$ cat config.mk
export PLATFORM = sky130hd
export DESIGN_NAME = alarm_sched_flat
export DESIGN_NICKNAME = d
export VERILOG_FILES = /design/src/rtl/alarm_sched_pkg.sv /design/src/rtl/alarm_sched_if.sv /design/src/rtl/alarm_pulse_gen.sv /design/src/rtl/alarm_sched.sv /design/src/flat_wrapper.sv
export SDC_FILE = /design/constraint.sdc
export NUM_CORES = 1
export LEC_CHECK = 0
export CAP_MARGIN = 0
export CORE_UTILIZATION = 57
export DETAILED_ROUTE_END_ITERATION = 12
export PLACE_DENSITY = 0.82
export SLEW_MARGIN = 40
export SYNTH_ARGS = -nofsm -noshare
export SYNTH_HDL_FRONTEND = slang
export SYNTH_SLANG_ARGS = --single-unit
export TNS_END_PERCENT = 20
$ cat constraint.sdc
create_clock -name clk -period 4.4 [get_ports clk]
set_input_delay 0.88 -clock clk [delete_from_list [all_inputs] [get_ports clk]]
set_output_delay 0.88 -clock clk [all_outputs]
set_load 0.05 [all_outputs]
$ cat src/rtl/alarm_sched_pkg.sv
// Shared types for the alarm output scheduler: FSM states, src encodings and helpers.
package alarm_sched_pkg;

  typedef enum logic [2:0] {
    ST_IDLE     = 3'd0,
    ST_WARN     = 3'd1,
    ST_ROB      = 3'd2,
    ST_FIRE     = 3'd3,
    ST_SILENCED = 3'd4
  } state_t;

  localparam logic [1:0] SRC_NONE = 2'd0;
  localparam logic [1:0] SRC_WARN = 2'd1;
  localparam logic [1:0] SRC_ROB  = 2'd2;
  localparam logic [1:0] SRC_FIRE = 2'd3;

  // The src code doubles as the priority rank of an alarm state.
  function automatic logic [1:0] state_src(state_t s);
    case (s)
      ST_WARN: return SRC_WARN;
      ST_ROB:  return SRC_ROB;
      ST_FIRE: return SRC_FIRE;
      default: return SRC_NONE;
    endcase
  endfunction

  function automatic state_t req_state(logic io, logic ao, logic lo);
    if (io)      return ST_FIRE;
    else if (ao) return ST_ROB;
    else if (lo) return ST_WARN;
    else         return ST_IDLE;
  endfunction

endpackage

$ cat src/rtl/alarm_sched_if.sv
// Bundle between the security FSM (master) and the alarm scheduler (slave).
// Level-signalled: no valid/ready; every input is sampled on each rising edge and
// every output is a registered level that changes only on a rising edge.
interface alarm_sched_if;
  logic       io;
  logic       ao;
  logic       lo;
  logic       pw;
  logic       sil;
  logic       siren;
  logic       strobe;
  logic [1:0] src;
  logic       busy;

  modport master (output io, ao, lo, pw, sil, input siren, strobe, src, busy);
  modport slave  (input io, ao, lo, pw, sil, output siren, strobe, src, busy);
endinterface

$ cat src/rtl/alarm_pulse_gen.sv
// Half-period counter plus toggle flop; clear restarts the pattern with the toggle high.
module alarm_pulse_gen #(
  parameter int PULSE_HALF = 4
) (
  input  logic clk,
  input  logic rst,
  input  logic i_clr,
  input  logic i_en,
  output logic o_tgl
);
  localparam int CW = (PULSE_HALF > 1) ? $clog2(PULSE_HALF) : 1;
  localparam logic [CW-1:0] TERM = CW'(PULSE_HALF - 1);

  logic [CW-1:0] r_cnt;
  logic [CW-1:0] w_cnt_nxt;
  logic          r_tgl;
  logic          w_tgl_nxt;

  always_comb begin
    w_cnt_nxt = r_cnt;
    w_tgl_nxt = r_tgl;
    if (i_clr) begin
      w_cnt_nxt = '0;
      w_tgl_nxt = 1'b1;
    end else if (i_en) begin
      if (r_cnt == TERM) begin
        w_cnt_nxt = '0;
        w_tgl_nxt = ~r_tgl;
      end else begin
        w_cnt_nxt = r_cnt + 1'b1;
      end
    end
  end

  always_ff @(posedge clk or posedge rst) begin
    if (rst) begin
      r_cnt <= '0;
      r_tgl <= 1'b0;
    end else begin
      r_cnt <= w_cnt_nxt;
      r_tgl <= w_tgl_nxt;
    end
  end

  // Exposes the value the toggle takes at the coming edge so the caller can
  // register its outputs on the same edge as its state.
  assign o_tgl = w_tgl_nxt;

endmodule

$ cat src/rtl/alarm_sched.sv
// Shares one siren and one strobe among fire/robbery/warning requests with priority,
// minimum hold, robbery pulsing and password-qualified silencing.
// Optional build macro: ALARM_SCHED_STROBE_BLINK_EN (strobe blinks in active states).
module alarm_sched
  import alarm_sched_pkg::*;
#(
  parameter int PULSE_HALF = 4,
  parameter int MIN_HOLD   = 8
) (
  input  logic                clk,
  input  logic                rst,
  alarm_sched_if.slave        alarm_bus,
  output state_t              o_dbg_state
);
  localparam int HW = $clog2(MIN_HOLD + 1);
  localparam logic [HW-1:0] HOLD_MAX = HW'(MIN_HOLD);

  state_t       r_state;
  state_t       w_state_nxt;
  state_t       w_hi;
  logic [HW-1:0] r_hold;
  logic [HW-1:0] w_hold_inc;
  logic         w_hold_done;
  logic         w_sil_ok;
  logic         w_any;
  logic         w_entry;
  logic [1:0]   r_sil_src;
  logic         w_pulse_en;
  logic         w_tgl_nxt;
  logic         w_strobe_on;
  logic         w_siren;
  logic         w_strobe;
  logic [1:0]   w_src;
  logic         r_siren;
  logic         r_strobe;
  logic [1:0]   r_src;
  logic         r_busy;

  always_comb begin
    w_any       = alarm_bus.io | alarm_bus.ao | alarm_bus.lo;
    w_hi        = req_state(alarm_bus.io, alarm_bus.ao, alarm_bus.lo);
    w_sil_ok    = alarm_bus.sil & alarm_bus.pw;
    w_hold_inc  = (r_hold == HOLD_MAX) ? r_hold : r_hold + 1'b1;
    // Done on the edge that ends the MIN_HOLD-th cycle in the state.
    w_hold_done = (w_hold_inc == HOLD_MAX);
    w_state_nxt = r_state;
    case (r_state)
      ST_IDLE: w_state_nxt = w_hi;
      ST_WARN: begin
        if (alarm_bus.io | alarm_bus.ao)           w_state_nxt = w_hi;
        else if (w_sil_ok)                         w_state_nxt = ST_SILENCED;
        else if (w_hold_done && !alarm_bus.lo)     w_state_nxt = w_hi;
      end
      ST_ROB: begin
        if (alarm_bus.io)                          w_state_nxt = ST_FIRE;
        else if (w_sil_ok)                         w_state_nxt = ST_SILENCED;
        else if (w_hold_done && !alarm_bus.ao)     w_state_nxt = w_hi;
      end
      ST_FIRE: begin
        if (w_sil_ok && !alarm_bus.io)             w_state_nxt = ST_SILENCED;
        else if (w_hold_done && !alarm_bus.io)     w_state_nxt = w_hi;
      end
      ST_SILENCED: begin
        if (state_src(w_hi) > r_sil_src)           w_state_nxt = w_hi;
        else if (!w_any)                           w_state_nxt = ST_IDLE;
      end
      default: w_state_nxt = ST_IDLE;
    endcase
    w_entry = (w_state_nxt != r_state);
  end

`ifdef ALARM_SCHED_STROBE_BLINK_EN
  assign w_pulse_en  = (w_state_nxt == ST_WARN) || (w_state_nxt == ST_ROB) ||
                       (w_state_nxt == ST_FIRE);
  assign w_strobe_on = w_tgl_nxt;
`else
  assign w_pulse_en  = (w_state_nxt == ST_ROB);
  assign w_strobe_on = 1'b1;
`endif

  alarm_pulse_gen #(.PULSE_HALF(PULSE_HALF)) u_pulse (
    .clk   (clk),
    .rst   (rst),
    .i_clr (w_entry),
    .i_en  (w_pulse_en),
    .o_tgl (w_tgl_nxt)
  );

  always_comb begin
    w_siren  = 1'b0;
    w_strobe = 1'b0;
    w_src    = state_src(w_state_nxt);
    case (w_state_nxt)
      ST_FIRE: begin w_siren = 1'b1;      w_strobe = w_strobe_on; end
      ST_ROB:  begin w_siren = w_tgl_nxt; w_strobe = w_strobe_on; end
      ST_WARN: begin w_siren = 1'b0;      w_strobe = w_strobe_on; end
      default: begin w_siren = 1'b0;      w_strobe = 1'b0;        end
    endcase
  end

  always_ff @(posedge clk or posedge rst) begin
    if (rst) begin
      r_state   <= ST_IDLE;
      r_hold    <= '0;
      r_sil_src <= SRC_NONE;
      r_siren   <= 1'b0;
      r_strobe  <= 1'b0;
      r_src     <= SRC_NONE;
      r_busy    <= 1'b0;
    end else begin
      r_state  <= w_state_nxt;
      r_hold   <= w_entry ? '0 : w_hold_inc;
      // Remember what was silenced so only a strictly higher request can break through.
      if (w_entry && (w_state_nxt == ST_SILENCED))
        r_sil_src <= state_src(r_state);
      r_siren  <= w_siren;
      r_strobe <= w_strobe;
      r_src    <= w_src;
      r_busy   <= (w_state_nxt != ST_IDLE);
    end
  end

  assign alarm_bus.siren  = r_siren;
  assign alarm_bus.strobe = r_strobe;
  assign alarm_bus.src    = r_src;
  assign alarm_bus.busy   = r_busy;
  assign o_dbg_state      = r_state;

endmodule

$ cat src/flat_wrapper.sv
// flat-port wrapper written by rule: the top's interface ports become plain ports
module alarm_sched_flat import alarm_sched_pkg::*;
#(
  parameter int PULSE_HALF = 4,
  parameter int MIN_HOLD   = 8
)
  (clk, rst, o_dbg_state, alarm_bus_io, alarm_bus_ao, alarm_bus_lo, alarm_bus_pw, alarm_bus_sil, alarm_bus_siren, alarm_bus_strobe, alarm_bus_src, alarm_bus_busy);
  alarm_sched_if alarm_bus_i ();
  input  logic clk;
  input  logic rst;
  output state_t o_dbg_state;
  input wire logic [$bits(alarm_bus_i.io)-1:0] alarm_bus_io;
  input wire logic [$bits(alarm_bus_i.ao)-1:0] alarm_bus_ao;
  input wire logic [$bits(alarm_bus_i.lo)-1:0] alarm_bus_lo;
  input wire logic [$bits(alarm_bus_i.pw)-1:0] alarm_bus_pw;
  input wire logic [$bits(alarm_bus_i.sil)-1:0] alarm_bus_sil;
  output wire logic [$bits(alarm_bus_i.siren)-1:0] alarm_bus_siren;
  output wire logic [$bits(alarm_bus_i.strobe)-1:0] alarm_bus_strobe;
  output wire logic [$bits(alarm_bus_i.src)-1:0] alarm_bus_src;
  output wire logic [$bits(alarm_bus_i.busy)-1:0] alarm_bus_busy;
  assign alarm_bus_i.io = alarm_bus_io;
  assign alarm_bus_i.ao = alarm_bus_ao;
  assign alarm_bus_i.lo = alarm_bus_lo;
  assign alarm_bus_i.pw = alarm_bus_pw;
  assign alarm_bus_i.sil = alarm_bus_sil;
  assign alarm_bus_siren = alarm_bus_i.siren;
  assign alarm_bus_strobe = alarm_bus_i.strobe;
  assign alarm_bus_src = alarm_bus_i.src;
  assign alarm_bus_busy = alarm_bus_i.busy;
  alarm_sched #(.PULSE_HALF(PULSE_HALF), .MIN_HOLD(MIN_HOLD)) u_core (.clk(clk), .rst(rst), .alarm_bus(alarm_bus_i), .o_dbg_state(o_dbg_state));
endmodule
==> metrics.md, run 1 <==
| Metric | Value |
|---|---|
| Status | `finished, final reports clean` |
| FMAX | `302.3 MHz` |
| Uppermost layer routed | `met4` |
| Post-synthesis cell area | `0.001119 sq mm` |
| Place WS | `809.6 ps` |
| Warnings, synthesis | `0` |
| Hold Buf Count CTS | `0` |
| Leak Pwr | `0.5433 nW` |
| Num CTS Buffers | `3` |
| CP endpoint | `u_core.u_pulse.r_cnt[1]` |
| Internal power | `0.4420 mW` |
| DR iter-0 viols | `35` |
| Switching Power | `0.4135 mW` |
| H-tree levels | `1` |
| R2R Setup Slk | `2040 ps` |
| Mapped Nets | `128` |
| Worst Path Required | `4610 ps` |
| Clk sink count | `17` |
| Vias in the first global route | `825` |
| Total track usage | `0.2390` |
| Reg power frac | `0.293` |
| Actual slew at the worst max-slew pin | `649.0 ps` |
| R2R Path End | `u_core.alarm_bus.busy` |
| Post-CTS Setup Bufs | `0` |
| Final WL | `2288 microns` |
| I/O pin count | `15` |
| Peak supply drop | `0.5686 mV` |
| Final Max Tran Viols | `0` |
| CP Launch Type | `primary input` |
| Skew-Pair Late Insertion Delay | `280 ps` |
| Combinational power share | `0.614` |
| Async S/R FF share, synth | `1.000` |
| Routed wire length per instance | `14.67 microns` |
| Most numerous cell in the Yosys netlist | `dfrtp_1` |
| Seq/Total Area, Yosys | `0.3803` |
| Crit path kind | `in -> reg` |
| First-pass GRT wire length | `3608 microns` |
| Clk root buf | `clkbuf_4` |
| Crit path largest cell delay | `550 ps` |
| CTS max path bufs | `2` |
| Hold crit path type | `reg -> reg` |
| Via Count | `941` |
| Clk_skew | `7.063 ps` |
| # rows | `15` |
| Met2 Wirelength | `1139 microns` |
| Slew headroom | `0.5669` |
| Die Ht | `46.30 microns` |
| Worst r2r src | `u_core.r_hold[0]` |
| Full die area | `0.002144 sq mm` |
| Vias per inst | `6.032` |
| Mean area per synthesized cell | `9.643 sq um` |
| Total congestion overflow | `0` |
| Number of max-cap violations | `0` |
| Metal3 WL | `93 microns` |
| Multi-input gate area | `631.9 sq um` |
| Nature of the critical path endpoint | `flip-flop` |
| Top cell type's share of synthesized area | `0.3803` |
| Sequential Area | `425.4 sq um` |
| Final period util | `0.7518` |
| ANT nets after route | `0` |
| Layout Nets | `144` |
| Post-synth top cells | `dfrtp_1, inv_1, a21oi_1, nand2_1, nor2_1` |
| Pin count of the biggest net entering global routing | `18` |
| Clock power share | `0.094` |
| Worst Path Max Fanout | `10` |
| Setup TNS | `0 ps` |
| Post-synth EDFFs | `0` |
| Synth Flop Type | `dfrtp_1` |
| #FFs+latches synth | `17` |
| Hpwl dp | `1724 microns` |
| CP Launch Point | `alarm_bus_io` |
| Sw Ratio | `0.4834` |
| P per Cell Area | `661.9 mW/mm^2` |
| Setup WS post-layout | `1092 ps` |
| Stages on the worst setup path | `9` |
| Core area | `0.001783 sq mm` |
| Synth unique cells | `46` |
| Final Hold Fails | `0` |
| TritonCTS clock tree | `built` |
| Port Buf Inserts | `14` |
| Worst path slowest cell | `clkdlybuf4s50_1` |
| CTS resizes | `0` |
| Synth area leaders | `dfrtp_1, ha_1, a21oi_1` |
| Crit path max-delay family | `compound AO/OA/AOI/OAI gates` |
| Reg2reg path depth | `8` |
| Yosys top cell by area | `dfrtp_1` |
| Critical-path cell list | `clkdlybuf4s50_1 -> or2_2 -> ha_1 -> nor2b_1 -> o21ai_2 -> a2111oi_2 -> nand2_1 -> a31o_2 -> a21oi_1` |
| Post-Route M1 WL | `1043 microns` |
| DRC | `0` |
| Number of diodes | `0` |
| RSZ-0062 raised after global routing | `false` |
| Worst path bufs/invs | `1` |
| Arrival @ worst endpoint | `3520 ps` |
| Area Overhead vs Synth | `15.55%` |
| Routability congestion estimate | `0.8451` |
| TritonRoute pass-1 iters | `5` |
| Final setup vio count | `0` |
| Final min period | `3308 ps` |
| Fillcell total | `149` |
| Fraction of layout cells with a size suffix above 1 | `0.1374` |
| Clk pin slew, worst setup/hold paths | `100 ps` |
| Die width | `46.30 microns` |
| Starting Density | `0.6274` |
| Post-Synthesis Cells | `116` |
| Initial antenna violation count | `0` |
==> cell type report <==
cell class | instances | share of cell area
multi-input combinational | 86 | 0.4889
sequential | 17 | 0.3291
timing repair buffer | 14 | 0.1084
inverter | 10 | 0.02904
tap | 25 | 0.02420
clock buffer | 4 | 0.02033
==> power groups by stage <==
stage / combinational [mW] / sequential (mW) / clock, mW
2_1_floorplan: 0.294 / 0.347 / 0
3_3_place_gp: 0.509 / 0.252 / 0
3_5_place_dp: 0.521 / 0.252 / 0
4_1_cts: 0.522 / 0.249 / 0.0845
5_1_grt: 0.568 / 0.257 / 0.0904
6_report: 0.525 / 0.250 / 0.0801
==> state kept, by name (all words and copies together), names as in the netlist <==
signal and flops:
u_core.alarm_bus.busy 1, u_core.o_dbg_state 3, u_core.r_hold 4, u_core.alarm_bus.siren 1, u_core.alarm_bus.src 2, u_core.u_pulse.r_cnt 2
u_core.alarm_bus.strobe 1, u_core.u_pulse.r_tgl 1, u_core.r_sil_src 2
==> logic make-up (layout without fill, tap and decap cells) <==
group	count (synthesis)	count (layout)	share of synthesized area
simple gates	43	43	0.2383
compound gates	34	34	0.2271
xor+xnor	3	3	0.02349
mux	1	1	0.02013
buf+inv	13	28	0.05481
flops	17	17	0.3803
fa+ha+maj	5	5	0.05593
==> worst min-delay path by stage <==
| stage | cells past startpoint | end | from | slack, ps |
|---|---|---|---|---|
| finish | 1 | u_core.r_sil_src[0] | u_core.r_sil_src[0] | 540 |
| floorplan | 1 | u_core.r_sil_src[0] | u_core.r_sil_src[0] | 480 |
| CTS | 1 | u_core.r_sil_src[0] | u_core.r_sil_src[0] | 550 |
| detailed placement | 1 | u_core.r_sil_src[0] | u_core.r_sil_src[0] | 520 |
| global placement | 1 | u_core.r_sil_src[0] | u_core.r_sil_src[0] | 500 |
| global route | 1 | u_core.r_sil_src[0] | u_core.r_sil_src[0] | 560 |
==> per-stage QoR <==
| step | total power [mW] | cells | cell area (sq um) | hold slack (ps) | utilization |
|---|---|---|---|---|---|
| floorplan | 0.6407 | 116 | 1119 | 479.8 | - |
| global placement | 0.7603 | 152 | 1266 | 503.7 | 0.7102 |
| detailed placement | 0.7733 | 152 | 1266 | 518.5 | 0.7102 |
| CTS | 0.8561 | 156 | 1292 | 545.7 | 0.7249 |
| global route | 0.9157 | 156 | 1292 | 557.9 | 0.7249 |
| finish | 0.8555 | 156 | 1292 | 543.9 | 0.7249 |
==> metal layers <==
metal | vias to the layer above | track usage
met1 | 449 | 0.3109
li1 | 459 | -
met3 | 4 | 0.04706
met5 | - | 0
met2 | 29 | 0.4056
met4 | 0 | 0.05294
==> layout by cell type, fill, tap and decap left out, drive strengths merged, types with 4 or more instances in the layout <==
cell | netlist | layout
inv | 10 | 10
o21ai | 6 | 6
a31o | 4 | 4
nand3 | 4 | 4
nand2 | 10 | 10
ha | 5 | 5
clkbuf | 0 | 4
clkdlybuf4s50 | 0 | 14
dfrtp | 17 | 17
nor2 | 7 | 7
a21oi | 9 | 9
Note: power is estimated with default switching activity, not from simulation.
==> inputs of run 2 (changes only) <==
--- a/config.mk
+++ b/config.mk
@@ -6,9 +6,9 @@
 export NUM_CORES = 1
 export LEC_CHECK = 0
 export CAP_MARGIN = 0
-export CORE_UTILIZATION = 57
+export CORE_UTILIZATION = 48
 export DETAILED_ROUTE_END_ITERATION = 12
-export PLACE_DENSITY = 0.82
+export PLACE_DENSITY = 0.74
 export SLEW_MARGIN = 40
 export SYNTH_ARGS = -nofsm -noshare
 export SYNTH_HDL_FRONTEND = slang
==> constraint.sdc (replaced) <==
create_clock -name clk -period 2.8 [get_ports clk]
set_input_delay 0.56 -clock clk [delete_from_list [all_inputs] [get_ports clk]]
set_output_delay 0.56 -clock clk [all_outputs]
set_load 0.05 [all_outputs]
==> run 2 against run 1 <==
  * Critical path depth did not move
  * Die area increased by 18%
  * Largest power group unchanged
  * Critical path type unchanged
  * Register-to-register slack worse by 1700 ps
==> metrics.md, run 2 (synthesis gave the netlist of run 1 again) <==
| Metric | Value |
|---|---|
| Largest Register | `u_core.r_hold` |
| Vias in the first global route | `986` |
| Status | `finished, final reports clean` |
| Worst r2r src | `u_core.r_hold[0]` |
| Worst hold start | `u_core.r_sil_src[0]` |
| Pwr Total | `1.376 mW` |
| Die Ht | `50.28 microns` |
| Pin count of the biggest net entering global routing | `18` |
| Hold crit path type | `reg -> reg` |
| ANT nets after route | `0` |
| Total track usage | `0.2185` |
| Final Hold Fails | `0` |
| Setup WS post-layout | `155.9 ps` |
| CP Launch Type | `primary input` |
| Routed wire length per instance | `13.67 microns` |
| Final Max Tran Viols | `0` |
| Crit path kind | `in -> reg` |
| Clk root buf | `clkbuf_4` |
| Final period util | `0.9443` |
| Combinational power share | `0.617` |
| # rows | `17` |
| Routability congestion estimate | `0.8523` |
| Crit path largest cell delay | `450 ps` |
| I/O pin count | `15` |
| RSZ-0062 raised after global routing | `false` |
| Full die area | `0.002528 sq mm` |
| Clk sink count | `17` |
| TritonCTS clock tree | `built` |
| Worst path slowest cell | `clkdlybuf4s50_1` |
| Leak Pwr | `0.5933 nW` |
| Skew-Pair Late Insertion Delay | `290 ps` |
| Post-CTS Setup Bufs | `0` |
| Starting Density | `0.5057` |
| Most frequent cells in the layout | `dfrtp_1, clkdlybuf4s50_1, inv_1, buf_4` |
| Clock power share | `0.097` |
| Core area | `0.002212 sq mm` |
| Layout Nets | `154` |
| Number of diodes | `0` |
| Final Cell Area | `0.001373 sq mm` |
| Clk_skew | `5.169 ps` |
| CTS max path bufs | `2` |
| Hold slack | `555.4 ps` |
| Final min period | `2644 ps` |
| Via Count | `987` |
| Clk pin slew, worst setup/hold paths | `100 ps` |
| DR iter-0 viols | `7` |
| CTS resizes | `0` |
| Arrival @ worst endpoint | `2830 ps` |
| Final Non-Filler Cells | `169` |
| Die width | `50.28 microns` |
| Place WS | `-154.7 ps` |
| Worst Path Max Fanout | `7` |
| R2R Setup Slk | `350 ps` |
| FMAX | `378.2 MHz` |
| Hold Buf Count CTS | `0` |
| Final setup vio count | `0` |
| Port Buf Inserts | `14` |
| Worst Path Required | `2990 ps` |
| Num CTS Buffers | `3` |
| Nature of the critical path endpoint | `flip-flop` |
| Peak supply drop | `0.7830 mV` |
| Initial antenna violation count | `0` |
| Reg2reg path depth | `9` |
| Area Overhead vs Synth | `22.71%` |
| P per Cell Area | `1003 mW/mm^2` |
| Internal power | `0.7220 mW` |
| Final WL | `2310 microns` |
| Cells after DPL | `165` |
| TritonRoute pass-1 iters | `4` |
| Hpwl dp | `1796 microns` |
| Hold endpoint | `u_core.r_sil_src[0]` |
| Max FFs per register | `4` |
| Actual slew at the worst max-slew pin | `622.6 ps` |
| Worst hold path cell count | `1` |
| Reg power frac | `0.286` |
| First-pass GRT wire length | `4057 microns` |
| DRC | `0` |
| Placed Area | `0.001345 sq mm` |
| Sw Ratio | `0.4753` |
| Fraction of layout cells with a size suffix above 1 | `0.2057` |
| Number of max-cap violations | `0` |
| Total congestion overflow | `0` |
| Vias per inst | `5.840` |
| Critical-path cell list | `clkdlybuf4s50_1 -> or2_2 -> ha_1 -> nor2b_1 -> o21ai_2 -> a2111oi_2 -> a211oi_1 -> nand4bb_4 -> o21bai_1` |
| R2R Path End | `u_core.alarm_bus.busy` |
| Commonest non-fill, non-tap cell in the layout | `dfrtp_1` |
| Switching Power | `0.6541 mW` |
| H-tree levels | `1` |
| Slew headroom | `0.5845` |
-- run 2: changes by cell type in the layout (fill, tap and decap cells not counted) --
cell      before  now
buf_4          0   10
clkinv_2       0    1
clkbuf_1       1    0
-- run 2: worst max path at each step --
| stage | to | cells past startpoint | slack (ps) | from |
|---|---|---|---|---|
| finish | u_core.u_pulse.r_tgl | 9 | 160 | alarm_bus_ao |
| global route | u_core.u_pulse.r_tgl | 9 | 10 | alarm_bus_ao |
| CTS | u_core.u_pulse.r_tgl | 9 | 150 | alarm_bus_ao |
| detailed placement | u_core.u_pulse.r_tgl | 9 | -150 | alarm_bus_ao |
| global placement | u_core.u_pulse.r_cnt[1] | 9 | -90 | alarm_bus_ao |
| floorplan | u_core.u_pulse.r_tgl | 10 | 170 | alarm_bus_io |
-- run 2: routing by layer --
layer	track usage	vias to the layer above	wire length [microns]
met2	0.3756	20	1163
met4	0.1190	0	61
met3	0.03636	6	48
met1	0.2563	484	1037
li1	-	477	-
met5	0	-	0
-- run 2: cell type report --
cell class | instances | area [sq um]
inverter | 10 | 37.54
sequential | 17 | 425.4
timing repair buffer | 24 | 215.2
clock inverter | 1 | 5.005
clock buffer | 3 | 22.52
fill | 198 | 839.6
tap | 28 | 35.03
multi-input combinational | 86 | 631.9
-- run 2: worst max-delay path, delay by kind of cell --
kind                     cells  cell delay, ps
AND/OR/NAND/NOR              3             770
buffers and inverters        1             450
adder cells (fa/ha/maj)      1             290
AO/OA/AOI/OAI                4             770
-- run 2: through the flow --
step                  util  TNS (ps)
floorplan                -         0
global placement    0.6080    -388.5
detailed placement  0.6080    -888.0
CTS                 0.6205         0
global route        0.6205         0
finish              0.6205         0
-- run 2: power by group through the flow --
stage | Combinational (mW) | Sequential (mW) | Clock, mW
floorplan | 0.461 | 0.545 | 0
global placement | 0.832 | 0.396 | 0
detailed placement | 0.848 | 0.400 | 0
CTS | 0.852 | 0.395 | 0.136
global route | 0.925 | 0.407 | 0.149
finish | 0.848 | 0.394 | 0.134
